==> config.mk <==
export PLATFORM = sky130hd
export DESIGN_NAME = multi_pwm_flat
export DESIGN_NICKNAME = d
export VERILOG_FILES = /design/src/rtl/multi_pwm_if.sv /design/src/rtl/multi_pwm.sv /design/src/flat_wrapper.sv
export SDC_FILE = /design/constraint.sdc
export NUM_CORES = 1
export LEC_CHECK = 0
export BUFFER_PORTS_ARGS = -buffer_cell sky130_fd_sc_hd__buf_2
export CAP_MARGIN = 20
export CORE_UTILIZATION = 59
export CTS_CLUSTER_SIZE = 14
export DETAILED_ROUTE_END_ITERATION = 8
export GPL_TIMING_DRIVEN = 0
export PLACE_DENSITY_LB_ADDON = 0.05
export SYNTH_ARGS = -nofsm -noshare
export SYNTH_HDL_FRONTEND = slang
export SYNTH_SLANG_ARGS = --single-unit
==> constraint.sdc <==
create_clock -name clk -period 6 [get_ports clk]
set_input_delay 0 -clock clk [delete_from_list [all_inputs] [get_ports clk]]
set_output_delay 0 -clock clk [all_outputs]
set_load 0.1 [all_outputs]
==> src/rtl/multi_pwm_if.sv <==
// rtl/multi_pwm_if.sv - control and drive bundle for the multi-channel PWM
interface multi_pwm_if #(
  parameter int N        = 8,
  parameter int CHANNELS = 4
);
  logic                     step;
  logic [CHANNELS-1:0]      ena;
  logic [CHANNELS*N-1:0]    duty;
  logic [N-1:0]             top;
  logic                     center;
  logic [CHANNELS-1:0]      out;
  logic                     period_start;

  modport master (
    output step, ena, duty, top, center,
    input  out, period_start
  );

  modport slave (
    input  step, ena, duty, top, center,
    output out, period_start
  );
endinterface

==> src/rtl/multi_pwm.sv <==
// rtl/multi_pwm.sv - shared-counter PWM with shadowed duty/top/mode and per-channel polarity
module multi_pwm #(
  parameter int                  N        = 8,
  parameter int                  CHANNELS = 4,
  parameter logic [CHANNELS-1:0] POLARITY = {CHANNELS{1'b0}}
) (
  input logic          clk,
  input logic          rst,
  multi_pwm_if.slave   bus
);

  localparam logic [N-1:0] ONE = N'(1);

  logic [N-1:0]        cnt;
  logic [N-1:0]        cnt_nxt;
  logic                dir;
  logic                dir_nxt;
  logic                boundary;
  logic [N-1:0]        act_duty [CHANNELS];
  logic [N-1:0]        act_top;
  logic                act_center;
  logic [CHANNELS-1:0] raw;
  logic [CHANNELS-1:0] out_q;
  logic                period_start_q;

  // Next counter value and direction for a step, for both counting modes
  always_comb begin
    cnt_nxt = cnt;
    dir_nxt = dir;
    if (!act_center) begin
      cnt_nxt = (cnt == act_top) ? '0 : cnt + ONE;
      dir_nxt = 1'b0;
    end else if (act_top == '0) begin
      cnt_nxt = '0;
      dir_nxt = 1'b0;
    end else if (!dir) begin
      if (cnt < act_top) begin
        cnt_nxt = cnt + ONE;
      end else begin
        // Turn around at the peak; with top=1 the turn lands on 0 so stay up
        cnt_nxt = act_top - ONE;
        dir_nxt = (act_top != ONE);
      end
    end else begin
      if (cnt > ONE) begin
        cnt_nxt = cnt - ONE;
      end else begin
        cnt_nxt = '0;
        dir_nxt = 1'b0;
      end
    end
    boundary = bus.step && (cnt_nxt == '0);
  end

  // Per-channel compare against the active (shadow-loaded) duty and top
  always_comb begin
    raw = '0;
    for (int i = 0; i < CHANNELS; i++) begin
      raw[i] = (act_duty[i] != '0) &&
               ((cnt < act_duty[i]) || (act_duty[i] >= act_top));
    end
  end

  // Shadow registers: captured in reset and on every boundary step only
  always_ff @(posedge clk) begin
    if (!rst || boundary) begin
      for (int i = 0; i < CHANNELS; i++) begin
        act_duty[i] <= bus.duty[i*N +: N];
      end
      act_top    <= bus.top;
      act_center <= bus.center;
    end
  end

  // Counter, direction, registered outputs and period strobe
  always_ff @(posedge clk) begin
    if (!rst) begin
      cnt            <= '0;
      dir            <= 1'b0;
      out_q          <= POLARITY;
      period_start_q <= 1'b0;
    end else begin
      if (bus.step) begin
        cnt <= cnt_nxt;
        dir <= boundary ? 1'b0 : dir_nxt;
      end
      period_start_q <= boundary;
      out_q          <= (bus.ena & (raw ^ POLARITY)) | (~bus.ena & POLARITY);
    end
  end

  assign bus.out          = out_q;
  assign bus.period_start = period_start_q;

endmodule

==> src/flat_wrapper.sv <==
// flat-port wrapper written by rule: the top's interface ports become plain ports
module multi_pwm_flat 
#(
  parameter int                  N        = 8,
  parameter int                  CHANNELS = 4,
  parameter logic [CHANNELS-1:0] POLARITY = {CHANNELS{1'b0}}
)
  (clk, rst, bus_step, bus_ena, bus_duty, bus_top, bus_center, bus_out, bus_period_start);
  multi_pwm_if #(.N(N), .CHANNELS(CHANNELS)) bus_i ();
  input logic clk;
  input logic rst;
  input wire logic [$bits(bus_i.step)-1:0] bus_step;
  input wire logic [$bits(bus_i.ena)-1:0] bus_ena;
  input wire logic [$bits(bus_i.duty)-1:0] bus_duty;
  input wire logic [$bits(bus_i.top)-1:0] bus_top;
  input wire logic [$bits(bus_i.center)-1:0] bus_center;
  output wire logic [$bits(bus_i.out)-1:0] bus_out;
  output wire logic [$bits(bus_i.period_start)-1:0] bus_period_start;
  assign bus_i.step = bus_step;
  assign bus_i.ena = bus_ena;
  assign bus_i.duty = bus_duty;
  assign bus_i.top = bus_top;
  assign bus_i.center = bus_center;
  assign bus_out = bus_i.out;
  assign bus_period_start = bus_i.period_start;
  multi_pwm #(.N(N), .CHANNELS(CHANNELS), .POLARITY(POLARITY)) u_core (.clk(clk), .rst(rst), .bus(bus_i));
endmodule
## After elaboration in Yosys (flattened, before gate mapping)

Memory sizes are Yosys's and may differ from the RTL's.
Cells that the tools add are included.

- Eq/ne operators: 2
- Bitwise logic cells: 1
- Muxes and demuxes: 14
- $lt $le $gt $ge: 10
- Reductions and logical operators: 17
- Add/sub/neg operators: 3

Operators by type and width:

| operator | number |
|---|---|
| $mux 8 | 6 |
| $lt 8x8->1 | 5 |
| $ge 8x8->1 | 4 |
| $reduce_bool 8->1 | 4 |
| $logic_not 8->1 | 2 |
| $sub 8x1->8 const B | 2 |
| $add 8x1->8 const B | 1 |
| $eq 8x8->1 | 1 |
| $gt 8x1->1 const B | 1 |
| $mux 1 | 8 |
| $ne 8x1->1 const B | 1 |
| $logic_and 1x1->1 | 5 |
| $logic_or 1x1->1 | 5 |
| $and 4x4->4 | 1 |
| $logic_not 1->1 | 1 |

- Output and inout bits: 5
- Input bits: 48
- RAM bits: 32
- Logic and storage cells: 54
- Flip-flop bits (word level): 23
- Memories kept: 1

Memory list:

| name | words | bits a word | rd ports | clocked after memory_dff | wr ports | line | RTL |
|---|---|---|---|---|---|---|---|
| u_core.act_duty | 4 | 8 | 4 | 0 | 4 | multi_pwm.sv:19 | `logic [N-1:0] act_duty [CHANNELS];` |

## Logic depth before layout (Yosys ltp)

- Word-level depth: 10
- Gate-level depth with buffers: 12
- Depth with buffers taken out: 10

## Worst setup path before layout

No wires, ideal clock.

- Path type: register to register
- Start point: register u_core.act_top[5]
- End point: register u_core.act_center, enable pin
- Path slack: 1.841 ns
- Clock period less this slack: 4.159 ns
- Buffers on the path: 1
- Required time: 5.595 ns
- Setup time: 0.405 ns
- Arrival: 3.754 ns
- Cell stages (with the launch flop): 11
- Cells stage by stage: edfxtp_1 inv_1 ha_1 a211oi_1 nor2_1 a2111oi_4 clkbuf_1 mux2i_1 a2111o_1 nor4_2 nand2b_1

- Cells in the longest elaborated chain, start to end: 8
- Elaborated cells between the ends (all ways): 12
- Those cells by class: add/sub: 1; order compare: 1; eq/ne: 1; mux: 5; reduce/logical: 4

Ends and longest elaborated chain:

| item | line | RTL |
|---|---|---|
| start, declared | multi_pwm.sv:20 | `logic [N-1:0] act_top;` |
| start signal, assigned | multi_pwm.sv:70 | `act_top <= bus.top;` |
| $sub 8x1->8 or $lt 8x8->1 (tied branches) | multi_pwm.sv:41, multi_pwm.sv:37 |  |
| $mux 8 | multi_pwm.sv:37 | `if (cnt < act_top) begin` |
| $mux 8 | multi_pwm.sv:36 | `end else if (!dir) begin` |
| $mux 8 | multi_pwm.sv:33 | `end else if (act_top == '0) begin` |
| $mux 8 (*) | multi_pwm.sv:30 | `if (!act_center) begin` |
| $logic_not 8->1 (*) | multi_pwm.sv:52 | `boundary = bus.step && (cnt_nxt == '0);` |
| $logic_and 1x1->1 (*) | multi_pwm.sv:52 |  |
| $logic_or 1x1->1 (*) | multi_pwm.sv:66 | `if (!rst \|\| boundary) begin` |
| end signal, assigned | multi_pwm.sv:71 | `act_center <= bus.center;` |
| end, declared | multi_pwm.sv:21 | `logic act_center;` |

Mark *: on every way between the ends. The rest lies on a longest branch, timed or not.
A chain may end at the register's enable or synchronous reset.

==> impl_metrics.ini <==
[run_status]
status = completed

[power]
power-per-cell-area_mw_per_mm2 = 202.2
p_int_mw = 0.6728
p_leak_nw = 2.465
combPwrFrac = 0.302
p_seq_frac = 0.475
peakVddDrop_v = 0.0001587
power.switching_mw = 0.3407
clkPwrFrac = 0.223
p_sw_frac = 0.3361

[cts]
root_buffer = clkbuf_8
clockBufferDepth = 2
clk_pin_slew_ns = 0.12
clk_latency_ns = 0.33
numCtsBuffers = 5
h-tree-depth = 2
cts_tree = built
clkSinkCount = 55
post_cts_resized = 0

[detailed_routing]
drtPass1Iterations = 5
via_per_inst = 5.886
wl_mm = 10.18
wl_per_cell_um = 17.58
vias = 3408
dr.first_iter.drc_count = 188
ant_nets = 0
drc = 0

[timing]
slew_headroom = 0.5367
tns_ns = 0
worst_pin_slew_ns = 0.6918
rsz0062_at_grt = false
min_period_ns = 4.361
setup_viol_count_final = 0
final_max_slew_viol_count = 0
hold_viol_final = 0
fin_ws_ns = 1.639
skew_ns = 0.01552
fmax_mhz = 229.3
fin_crit_sh = 0.7268

[floorplan]
start_util = 0.6091
die_h_um = 85.52
die_w_um = 85.52
core_area_mm2 = 0.006756
std_cell_rows = 30
io_pins = 53
die_area_mm2 = 0.007313

[synthesis]
async_flop_share = 0
yosys.cell_types.count = 53
seq_area_frac_synth = 0.3673
syn_area_mm2 = 0.004115
synth-warning-count = 0
yosysTopAreaCell = edfxtp_1
synth_area_leaders = edfxtp_1 (30%), ha_1 (22%), dfxtp_1 (6.8%), a21o_1 (4.7%), inv_1 (4.3%)
syn_avg_cell_area_um2 = 10.37
synth-edff-count = 41
ys_ff_latch = 55
synth_flop_cell = edfxtp_1
syn_inst = 397
synth.top_cell.area_share = 0.2992
synth_nets = 519

[place]
hpwl_mm = 6.920
gp_congestion = 0.8815
dpl-instance-area_mm2 = 0.004498
place_inst = 530
numPortBuffers = 52
pre_cts_slack_ns = 1.693

[critical_path]
crit_family = simple AND/OR/NAND/NOR gates
max_stage_delay_ns = 0.48
critical-path-slowest-cell = a2111oi_4
cp-end-kind = register
worstSetupPathType = register to register
cp.required_ns = 6.03
startpoint_type = register
worstPathArrival_ns = 4.39
path_buf_inv = 3
crit_top_cell = a211oi_1
path_cells = inv_1 > ha_1 > a211oi_1 > nor2_1 > a2111oi_4 > clkbuf_1 > nor4b_1 > a211oi_1 > nand4_1 > nor4_2 > nand2b_2 > buf_12
worst-path-max-fanout = 30

[cells_and_area]
seq_area_mm2 = 0.001511
multiInputGateArea_mm2 = 0.002390
antenna_cells = 0
stdcell_count = 579
finalInstanceArea_mm2 = 0.005011
syn2layout_area_growth_pct = 21.77
nFillCells = 508
layout-drive-gt1-share = 0.1543
nNetsFinal = 620

[flow_run]
maxCapViolations = 0

[global_route]
grt_max_degree = 31
track_usage = 0.2954
grt_pass1_wl_mm = 16.33
grt_pass1_vias = 3415
grt_overflow_total = 0
antenna_found_initial = 0

[worst_hold_path]
min_path_type = primary input to register
==> timing repair <==
item	CTS	global route
buffers inserted	0	0
hold endpoints to repair	41	0
hold buffers	41	0
==> flip-flops by register name (all words and copies together) (netlist names) <==
signal                   count
u_core.bus.period_start      1
u_core.dir                   1
u_core.act_top               8
u_core.act_center            1
u_core.bus.out               4
u_core.cnt                   8
u_core.act_duty             32
==> cell usage after synthesis, drive strengths merged, types with 6 or more instances <==
| cell | count |
|---|---|
| a211oi | 7 |
| a21o | 26 |
| a21oi | 15 |
| dfxtp | 14 |
| edfxtp | 41 |
| ha | 74 |
| inv | 47 |
| nand2 | 12 |
| nand2b | 10 |
| nand3 | 6 |
| nor2 | 15 |
| nor2b | 6 |
| nor3 | 6 |
| nor4 | 13 |
| o21ai | 15 |
| xnor2 | 8 |
| xor2 | 6 |
==> worst paths after layout <==
check                         start               endpoint  slack (ns)  cells after the start
hold reg to reg       u_core.cnt[5]          u_core.cnt[5]        0.73                      2
setup reg to reg  u_core.act_top[5]  u_core.act_duty[1][1]        1.64                     12
hold / removal           bus_ena[3]      u_core.bus.out[3]       0.003                      4
setup / recovery  u_core.act_top[5]  u_core.act_duty[1][1]        1.64                     12
==> kinds of logic (layout without fill, tap and decap cells) <==
| kind of cell | after synthesis | count (layout) | synth area share |
|---|---|---|---|
| simple gates | 93 | 93 | 0.1320 |
| xor+xnor | 14 | 14 | 0.02980 |
| flops | 55 | 55 | 0.3673 |
| fa+ha+maj | 74 | 74 | 0.2250 |
| buf+inv | 55 | 157 | 0.05260 |
| mux | 3 | 3 | 0.007297 |
| compound gates | 103 | 103 | 0.1861 |
==> power groups by stage <==
| stage | sequential (mW) | combinational (mW) | clock, mW |
|---|---|---|---|
| 3_5_place_dp | 0.489 | 0.280 | 0 |
| 6_report | 0.482 | 0.306 | 0.226 |
| 3_3_place_gp | 0.490 | 0.266 | 0 |
| 2_1_floorplan | 0.494 | 0.189 | 0 |
| 4_1_cts | 0.481 | 0.301 | 0.225 |
| 5_1_grt | 0.486 | 0.341 | 0.240 |
==> worst min-delay path, cell delays in order <==
cell and delay, ns:
buf_2 0.09, nand2_1 0.05, a21oi_1 0.03, a21boi_1 0.11
==> layout by cell type, fill, tap and decap left out, drive strengths merged, types with 13 or more instances in the layout <==
cell type	n
dlygate4sd3	41
ha	74
inv	48
buf	56
edfxtp	41
dfxtp	14
a21oi	15
nor4	13
o21ai	15
nor2	15
a21o	26
==> final cells by class <==
cell class	count	share of cell area
flip-flops and latches	55	0.3016
multi-input cells	287	0.4769
clock buffers	5	0.01373
plain buffers	8	0.007990
well taps	80	0.01998
repair buffers	94	0.1378
inverters	47	0.03521
clock inverters	3	0.006742
==> stage by stage <==
step | hold slack (ns) | util | total power [mW]
final | 0.003277 | 0.7417 | 1.013
after global routing | 0.01541 | 0.7417 | 1.067
after CTS | 0.008197 | 0.7417 | 1.007
after detailed placement | 0.1781 | 0.6657 | 0.7693
after global placement | 0.1760 | 0.6624 | 0.7564
after floorplan | 0.09887 | - | 0.6835
==> per-layer routing <==
layer / GRT usage / vias to the layer above / wire [µm]
met2: 0.5069 / 117 / 4969
li1: - / 1678 / -
met5: 0 / - / 0
met3: 0.04042 / 29 / 498
met4: 0.1333 / 0 / 342
met1: 0.3720 / 1584 / 4368
No activity file was read; power rests on OpenSTA's default activity.
